### src/rtl/seven_seg_pkg.sv
// rtl/seven_seg_pkg.sv - shared 7-segment patterns and dwell FSM state type
package seven_seg_pkg;

    // Active-low segment patterns, bit order {g,f,e,d,c,b,a}
    localparam logic [6:0] SEG_0     = 7'h40;
    localparam logic [6:0] SEG_1     = 7'h79;
    localparam logic [6:0] SEG_2     = 7'h24;
    localparam logic [6:0] SEG_3     = 7'h30;
    localparam logic [6:0] SEG_4     = 7'h19;
    localparam logic [6:0] SEG_5     = 7'h12;
    localparam logic [6:0] SEG_6     = 7'h02;
    localparam logic [6:0] SEG_7     = 7'h78;
    localparam logic [6:0] SEG_8     = 7'h00;
    localparam logic [6:0] SEG_9     = 7'h10;
    localparam logic [6:0] SEG_A     = 7'h08;
    localparam logic [6:0] SEG_B     = 7'h03;
    localparam logic [6:0] SEG_C     = 7'h46;
    localparam logic [6:0] SEG_D     = 7'h21;
    localparam logic [6:0] SEG_E     = 7'h06;
    localparam logic [6:0] SEG_F     = 7'h0E;
    localparam logic [6:0] SEG_BLANK = 7'h7F;

    typedef enum logic [1:0] {
        WAIT   = 2'd0,
        SETTLE = 2'd1,
        HELD   = 2'd2
    } dwell_state_t;

endpackage

### src/rtl/seven_seg_pattern_decoder.sv
// rtl/seven_seg_pattern_decoder.sv - combinational segment pattern to hex nibble decoder
module seven_seg_pattern_decoder
    import seven_seg_pkg::*;
(
    input  logic [6:0] i_seg,
    output logic [3:0] o_nibble,
    output logic       o_blank,
    output logic       o_err
);

    // Reverse lookup of the shared encoder table; unknown patterns decode to 0 with err
    always_comb begin
        o_nibble = 4'h0;
        o_blank  = 1'b0;
        o_err    = 1'b0;
        case (i_seg)
            SEG_0:     o_nibble = 4'h0;
            SEG_1:     o_nibble = 4'h1;
            SEG_2:     o_nibble = 4'h2;
            SEG_3:     o_nibble = 4'h3;
            SEG_4:     o_nibble = 4'h4;
            SEG_5:     o_nibble = 4'h5;
            SEG_6:     o_nibble = 4'h6;
            SEG_7:     o_nibble = 4'h7;
            SEG_8:     o_nibble = 4'h8;
            SEG_9:     o_nibble = 4'h9;
            SEG_A:     o_nibble = 4'hA;
            SEG_B:     o_nibble = 4'hB;
            SEG_C:     o_nibble = 4'hC;
            SEG_D:     o_nibble = 4'hD;
            SEG_E:     o_nibble = 4'hE;
            SEG_F:     o_nibble = 4'hF;
            SEG_BLANK: o_blank  = 1'b1;
            default:   o_err    = 1'b1;
        endcase
    end

endmodule

### src/rtl/seven_seg_scan_decoder.sv
// rtl/seven_seg_scan_decoder.sv - decodes a scanned common-anode display bus into hex frames
module seven_seg_scan_decoder
    import seven_seg_pkg::*;
#(
    parameter int NUM_DIGITS    = 4,
    parameter int STABLE_CYCLES = 4
) (
    input  logic                    clk,
    input  logic                    rst,
    input  logic [6:0]              seg_i,
    input  logic [NUM_DIGITS-1:0]   an_i,
    output logic [4*NUM_DIGITS-1:0] value_o,
    output logic [NUM_DIGITS-1:0]   blank_o,
    output logic [NUM_DIGITS-1:0]   err_o,
    output logic                    valid_o,
    input  logic                    ready_i,
    output logic                    overrun_o
);

    localparam int              CW      = $clog2(STABLE_CYCLES + 1);
    localparam logic [CW-1:0]   CNT_MAX = CW'(STABLE_CYCLES);
    localparam logic [CW-1:0]   CNT_ONE = CW'(1);

    logic [6:0]              r_seg_q, r_seg_p;
    logic [NUM_DIGITS-1:0]   r_an_q, r_an_p;
    dwell_state_t            r_state;
    logic [CW-1:0]           r_cnt;
    logic [4*NUM_DIGITS-1:0] r_slot_val;
    logic [NUM_DIGITS-1:0]   r_slot_blank, r_slot_err, r_seen;
    logic [4*NUM_DIGITS-1:0] r_value;
    logic [NUM_DIGITS-1:0]   r_blank, r_err;
    logic                    r_valid, r_overrun;

    logic [NUM_DIGITS-1:0]   w_sel;
    logic                    w_legal, w_same, w_capture, w_complete;
    logic [CW-1:0]           w_cnt_next;
    logic [3:0]              w_nib;
    logic                    w_blank, w_err;

    assign w_sel      = ~r_an_q;
    assign w_legal    = $onehot(w_sel);
    assign w_same     = (r_an_q == r_an_p) && (r_seg_q == r_seg_p);
    assign w_cnt_next = (r_cnt == CNT_MAX) ? r_cnt : r_cnt + CNT_ONE;
    assign w_capture  = (r_state == SETTLE) && w_legal && w_same && (w_cnt_next == CNT_MAX);
    assign w_complete = &r_seen;

    seven_seg_pattern_decoder u_dec (
        .i_seg    (r_seg_q),
        .o_nibble (w_nib),
        .o_blank  (w_blank),
        .o_err    (w_err)
    );

    // Register the bus once and keep the previous sample for stability comparison
    always_ff @(posedge clk) begin
        if (rst) begin
            r_seg_q <= '0;
            r_seg_p <= '0;
            r_an_q  <= '0;
            r_an_p  <= '0;
        end else begin
            r_seg_p <= r_seg_q;
            r_an_p  <= r_an_q;
            r_seg_q <= seg_i;
            r_an_q  <= an_i;
        end
    end

    // Dwell FSM: count identical legal samples, capture once per dwell, then hold
    always_ff @(posedge clk) begin
        if (rst) begin
            r_state <= WAIT;
            r_cnt   <= '0;
        end else begin
            case (r_state)
                WAIT: begin
                    if (w_legal) begin
                        r_state <= SETTLE;
                        r_cnt   <= CNT_ONE;
                    end
                end
                SETTLE: begin
                    if (!w_legal) begin
                        r_state <= WAIT;
                    end else if (!w_same) begin
                        r_cnt <= CNT_ONE;
                    end else begin
                        r_cnt <= w_cnt_next;
                        if (w_cnt_next == CNT_MAX) begin
                            r_state <= HELD;
                        end
                    end
                end
                HELD: begin
                    if (!w_legal) begin
                        r_state <= WAIT;
                    end else if (!w_same) begin
                        r_state <= SETTLE;
                        r_cnt   <= CNT_ONE;
                    end
                end
                default: r_state <= WAIT;
            endcase
        end
    end

    // Slot storage per digit; a completed frame clears the seen mask for the next one
    always_ff @(posedge clk) begin
        if (rst) begin
            r_slot_val   <= '0;
            r_slot_blank <= '0;
            r_slot_err   <= '0;
            r_seen       <= '0;
        end else begin
            for (int k = 0; k < NUM_DIGITS; k++) begin
                if (w_capture && w_sel[k]) begin
                    r_slot_val[4*k +: 4] <= w_nib;
                    r_slot_blank[k]      <= w_blank;
                    r_slot_err[k]        <= w_err;
                end
            end
            r_seen <= (w_complete ? '0 : r_seen) | (w_capture ? w_sel : '0);
        end
    end

    // Output handshake: load a completed frame when free, otherwise drop it and flag overrun
    always_ff @(posedge clk) begin
        if (rst) begin
            r_value   <= '0;
            r_blank   <= '0;
            r_err     <= '0;
            r_valid   <= 1'b0;
            r_overrun <= 1'b0;
        end else begin
            r_overrun <= 1'b0;
            if (w_complete) begin
                if (!r_valid || ready_i) begin
                    r_value <= r_slot_val;
                    r_blank <= r_slot_blank;
                    r_err   <= r_slot_err;
                    r_valid <= 1'b1;
                end else begin
                    r_overrun <= 1'b1;
                end
            end else if (r_valid && ready_i) begin
                r_valid <= 1'b0;
            end
        end
    end

    assign value_o   = r_value;
    assign blank_o   = r_blank;
    assign err_o     = r_err;
    assign valid_o   = r_valid;
    assign overrun_o = r_overrun;

endmodule

### config.mk
export PLATFORM = sky130hd
export DESIGN_NAME = seven_seg_scan_decoder
export DESIGN_NICKNAME = d
export VERILOG_FILES = /design/src/rtl/seven_seg_pkg.sv /design/src/rtl/seven_seg_pattern_decoder.sv /design/src/rtl/seven_seg_scan_decoder.sv
export SDC_FILE = /design/constraint.sdc
export NUM_CORES = 1
export LEC_CHECK = 0
export CAP_MARGIN = 20
export CORE_ASPECT_RATIO = 1.25
export CORE_MARGIN = 4
export CORE_UTILIZATION = 55
export DETAILED_ROUTE_END_ITERATION = 12
export PLACE_DENSITY_LB_ADDON = 0.3
export SYNTH_ARGS = -nofsm -noshare
export SYNTH_HDL_FRONTEND = slang
export SYNTH_SLANG_ARGS = --single-unit
export TNS_END_PERCENT = 50
### constraint.sdc
create_clock -name clk -period 3.6 [get_ports clk]
set_input_delay 0.72 -clock clk [delete_from_list [all_inputs] [get_ports clk]]
set_output_delay 0.72 -clock clk [all_outputs]
set_load 0.05 [all_outputs]
# == Word level (Yosys, flattened, before mapping) ==
# Index checks and enable logic that the tools add are counted.
# totals
reg_bits,81
out_inout_bits,26
elab_cells,107
# op_classes
addsub,4
n_eq_ne,31
mux,23
bitwise,3
n_reduce_logical,22
# op_table
op,n
$pmux 4 s15,1
$eq 7x7->1 const B,5
$eq 7x5->1 const B,3
$eq 7x6->1 const B,3
$mux 3,6
$reduce_or 17->1,1
$eq 7x2->1 const B,2
$eq 7x4->1 const B,2
$mux 2,6
$reduce_and 5->1,2
$logic_and 1x1->1,9
$pmux 3 s3,1
$mux 4,2
$ne 2x2->1 const B,4
$reduce_and 4->1,2
$eq 7x3->1 const B,1
$eq 7x7->1,1
$logic_not 7->1,1
$eq 3x3->1 const B,2
$mux 1,6
$ne 3x3->1 const B,2
$pmux 2 s3,1
$add 1x1->2,2
$eq 4x4->1,1
17 further kinds,17

# == Depth between registers and ports, before layout ==
# logic_depth
word_depth,9
ltp_mapped,10
mapped_depth_nobuf,9

# == Modules after synthesis ==
# Synthesis repeated with hierarchy kept, for this count alone.
# hier_totals
hier_cells,374
area_unflattened_um2,3392.0
# modules_own_cells
mod,n_inst,cells_each,area_each_um2,seq_area_each_um2
seven_seg_scan_decoder,1,320,3017.9,1621.6
seven_seg_pattern_decoder,1,54,374.1,0.0

# == Worst setup path after synthesis ==
# OpenSTA, ideal clock, no wires.
# synth_timing
path_kind,reg-to-reg
start,register r_an_q[0]
end,register r_cnt[2]
setup_ps,103
arrival_ps,2403
path_slack_ps,1094
stages_incl_launch_ff,11
path_cell_list,dfxtp_1 > fa_1 > inv_1 > ha_1 > ha_1 > nor2_1 > and4b_1 > and4_1 > buf_4 > nor2_1 > a2111oi_2
# synth_via
elab_chain_cells,6
elab_cells_between_ends,14
cone_classes,add/sub (2); eq/ne (6); mux (3); bitwise (1); reduce/logical (2)
# synth_rtl
item,line,text
start: declaration,seven_seg_scan_decoder.sv:25,"logic [NUM_DIGITS-1:0] r_an_q, r_an_p;"
start signal: assignment,seven_seg_scan_decoder.sv:65,r_an_q <= an_i;
$not 4->4,seven_seg_scan_decoder.sv:40,assign w_sel = ~r_an_q;
$add 1x1->2 (implied by the code),seven_seg_scan_decoder.sv:41,assign w_legal = $onehot(w_sel);
$add 2x2->3 (implied by the code),seven_seg_scan_decoder.sv:41,
$eq 3x1->1,seven_seg_scan_decoder.sv:41,
$ne 2x2->1 (no line),n/a,
$reduce_and 5->1 (no line),n/a,
end signal: assignment,seven_seg_scan_decoder.sv:88,r_cnt <= w_cnt_next;
end: declaration,seven_seg_scan_decoder.sv:27,logic [CW-1:0] r_cnt;
# Several ways; a longest one is shown, not always the timed one. The select of a mux whose other input is x is not followed.
# A chain may end at the register's enable or synchronous reset.

# == Worst setup path after layout ==
# Same ends and word-level chain as after synthesis.

==> results.toml <==
[cts]
clockBufferDepth = 2
cts_buffers = 9
htreeDepth = 3
post-cts-setup-buffers = 0
worstSkewPairLatency_ns = 0.36
clk_transition_reported_paths_ns = 0.09
cts_tree = "done"
holdBufCountCts = 0
ctsResizeCount = 0
cts_sinks = 81
cts-root-buf = "clkbuf_8"

[timing]
rsz0062_at_grt = "no"
layout_setup_ws_ns = 0.811
fin_tns_setup_ns = 0
finalHoldViolCount = 0
skew_ns = 0.0118
min_period_over_period = 0.775
fin_crit_ns = 2.79
setup_viol = 0
max_freq_mhz = 359
slew_headroom = 0.462
slew_violations = 0
worst_pin_slew_ns = 0.807

[global_route]
grt_pass1_vias = 2407
grt_max_degree = 68
overflow = 0
grt_pass1_wl_um = 11300
antenna_found_initial = 0
grt.total_usage = 0.188

[logic_synthesis]
synth_flop_cell = "dfxtp_1"
ys_seq_area_frac = 0.471
postSynthAreaPerCell_um2 = 8.97
synth-seq-cells = 81
synth_edf_count = 0
synth_top_family_by_area = "simple AND/OR/NAND/NOR gates"
synth_compound_area_frac = 0.120
yosys_warnings = 0
netlist_area_um2 = 3450
synth_mux_area_frac = 0.0465
synth-simple-area-share = 0.265
synth_adder_area_share = 0.0203
synth.distinct_cells = 56
synth_xor_area_frac = 0.0330
synth_nets = 403
synthCells = 384
async_flop_share = 0

[die]
die_area_um2 = 7600
initial_utilization = 0.563
core_region_area_um2 = 6130
die_y_um = 96.5
pin_count = 40
rows = 32
die_w_um = 78.8

[cells_and_area]
diodes = 0
final_nets = 434
final_common_cell = "dfxtp_1"
layout_common_cells = "dfxtp_1 (81), nand2_1 (74), a21oi_1 (39), clkdlybuf4s50_1 (38), nor2b_1 (19)"
syn_to_final_growth_pct = 18.4
n_fill_cell = 507
drive_gt1_frac = 0.0881

[power_and_ir_drop]
switching_share = 0.252
combinationalPowerShare = 0.074
cell_internal_pwr_w = 0.00131
p_switching_w = 0.000443
vdd_drop_max_mv = 0.330
p_clk_frac = 0.394
power.share.sequential = 0.532
powerDensity_nw_per_um2 = 431
leakage_nw = 1.57

[critical_path]
arrival_ns = 3.05
cp-start-kind = "flop"
worstPathMaxFanout = 21
critPathCaptureType = "flop"
path_class = "reg2reg"
cp.required_ns = 3.86

[placement]
port_buffers = 39
place.gp.congestion = 0.751
hpwl_um = 4740
dp_slack_ns = 0.833

[flow_run]
maxCapViolCount = 0

[detailed_routing]
drc = 0
ant_nets = 0
drt-initial-drc-count = 182
wire_per_inst_um = 13.6
viasPerCell = 5.35
firstDrtPassIters = 4
wl_um = 6850
routed-via-count = 2702

[hold_path]
hold_path.class = "reg2reg"

[outcome]
status = "completed"
## synthesized netlist by cell type, types with 2 or more instances
| cell | n | area (um2) |
|---|---|---|
| o31ai_1 | 2 | 15.0 |
| a211o_1 | 5 | 43.8 |
| nor4_1 | 2 | 12.5 |
| nor3b_1 | 2 | 15.0 |
| clkbuf_1 | 16 | 60.1 |
| nand2_1 | 74 | 278 |
| nand3_1 | 7 | 35.0 |
| nand2_4 | 3 | 33.8 |
| ha_1 | 4 | 50.1 |
| a21oi_1 | 39 | 195 |
| inv_1 | 13 | 48.8 |
| nor4_2 | 3 | 37.5 |
| and4_1 | 2 | 17.5 |
| nor4b_1 | 3 | 26.3 |
| o21ai_0 | 7 | 35.0 |
| dfxtp_1 | 81 | 1620 |
| xor2_1 | 12 | 105 |
| nor2b_1 | 19 | 119 |
| or3_1 | 2 | 12.5 |
| nor2_1 | 11 | 41.3 |
| nor4bb_1 | 3 | 30.0 |
| nor3_1 | 11 | 55.1 |
| mux2i_1 | 16 | 160 |
| and3_1 | 5 | 31.3 |
| nor2_4 | 3 | 33.8 |
| nand4_1 | 2 | 12.5 |
| buf_4 | 2 | 15.0 |
| nand2b_1 | 3 | 18.8 |
| buf_2 | 5 | 25.0 |
## kinds of logic after synthesis
kind of cell    after synthesis
compound gates               66
mux                          16
xor+xnor                     13
simple gates                166
flops                        81
buf+inv                      37
fa+ha+maj                     5
## worst max-delay path, cell delays in order (launching register included)
cell       delay, ns
dfxtp_1         0.41
fa_1            0.56
inv_1           0.04
ha_1            0.17
ha_1            0.27
nor2_1          0.14
and4b_1         0.20
and4_1          0.18
buf_4           0.26
nand2_1         0.11
a2111oi_2       0.34
## routing by layer
metal | GRT usage | vias to the layer above | wire length (um)
met5 | 0 | - | 0
met4 | 0.101 | 0 | 164
met3 | 0.0315 | 15 | 316
met2 | 0.329 | 69 | 3520
met1 | 0.222 | 1248 | 2850
li1 | - | 1370 | -
## stage by stage
stage | util | cells | total power [W] | hold WS [ns] | area, um2
finish | 0.666 | 505 | 0.00176 | 0.451 | 4080
global route | 0.666 | 505 | 0.00182 | 0.465 | 4080
CTS | 0.666 | 505 | 0.00177 | 0.456 | 4080
detailed placement | 0.631 | 489 | 0.00108 | 0.446 | 3870
global placement | 0.631 | 489 | 0.00108 | 0.441 | 3870
floorplan | - | 384 | 0.00105 | 0.432 | 3450
## path summary, 6_finish.rpt
check,slack [ns],start,to,depth (start not counted)
max,0.81,r_an_q[0],r_cnt[2],10
min,0.45,r_slot_val[13],value_o[13],2
max reg2reg,0.81,r_an_q[0],r_cnt[2],10
min reg2reg,0.45,r_slot_val[13],value_o[13],2
## power by group through the flow
stage                     combinational (W)  clock, W  sequential [W]
final                              0.000129  0.000692        0.000935
after global routing               0.000144  0.000740        0.000938
after CTS                          0.000130  0.000704        0.000935
after detailed placement           0.000129         0        0.000956
after global placement             0.000126         0        0.000955
after floorplan                    0.000104         0        0.000942
## registers in the layout, indices dropped and copies added (netlist names)
register      count
r_slot_val       16
value_o          16
r_seg_p           7
r_seg_q           7
blank_o           4
err_o             4
r_an_p            4
r_an_q            4
r_seen            4
r_slot_blank      4
r_slot_err        4
r_cnt             3
r_state           2
overrun_o         1
valid_o           1
## area by class of cell
type | count | area (um2) | share of cell area
Clock buffer | 10 | 138 | 0.0337
Clock inverter | 6 | 75.1 | 0.0184
Inverter | 14 | 52.6 | 0.0129
Multi-Input combinational cell | 266 | 1670 | 0.410
Sequential cell | 81 | 1620 | 0.397
Tap cell | 85 | 106 | 0.0261
Timing Repair Buffer | 43 | 415 | 0.102
No activity file was read; power rests on OpenSTA's default activity.
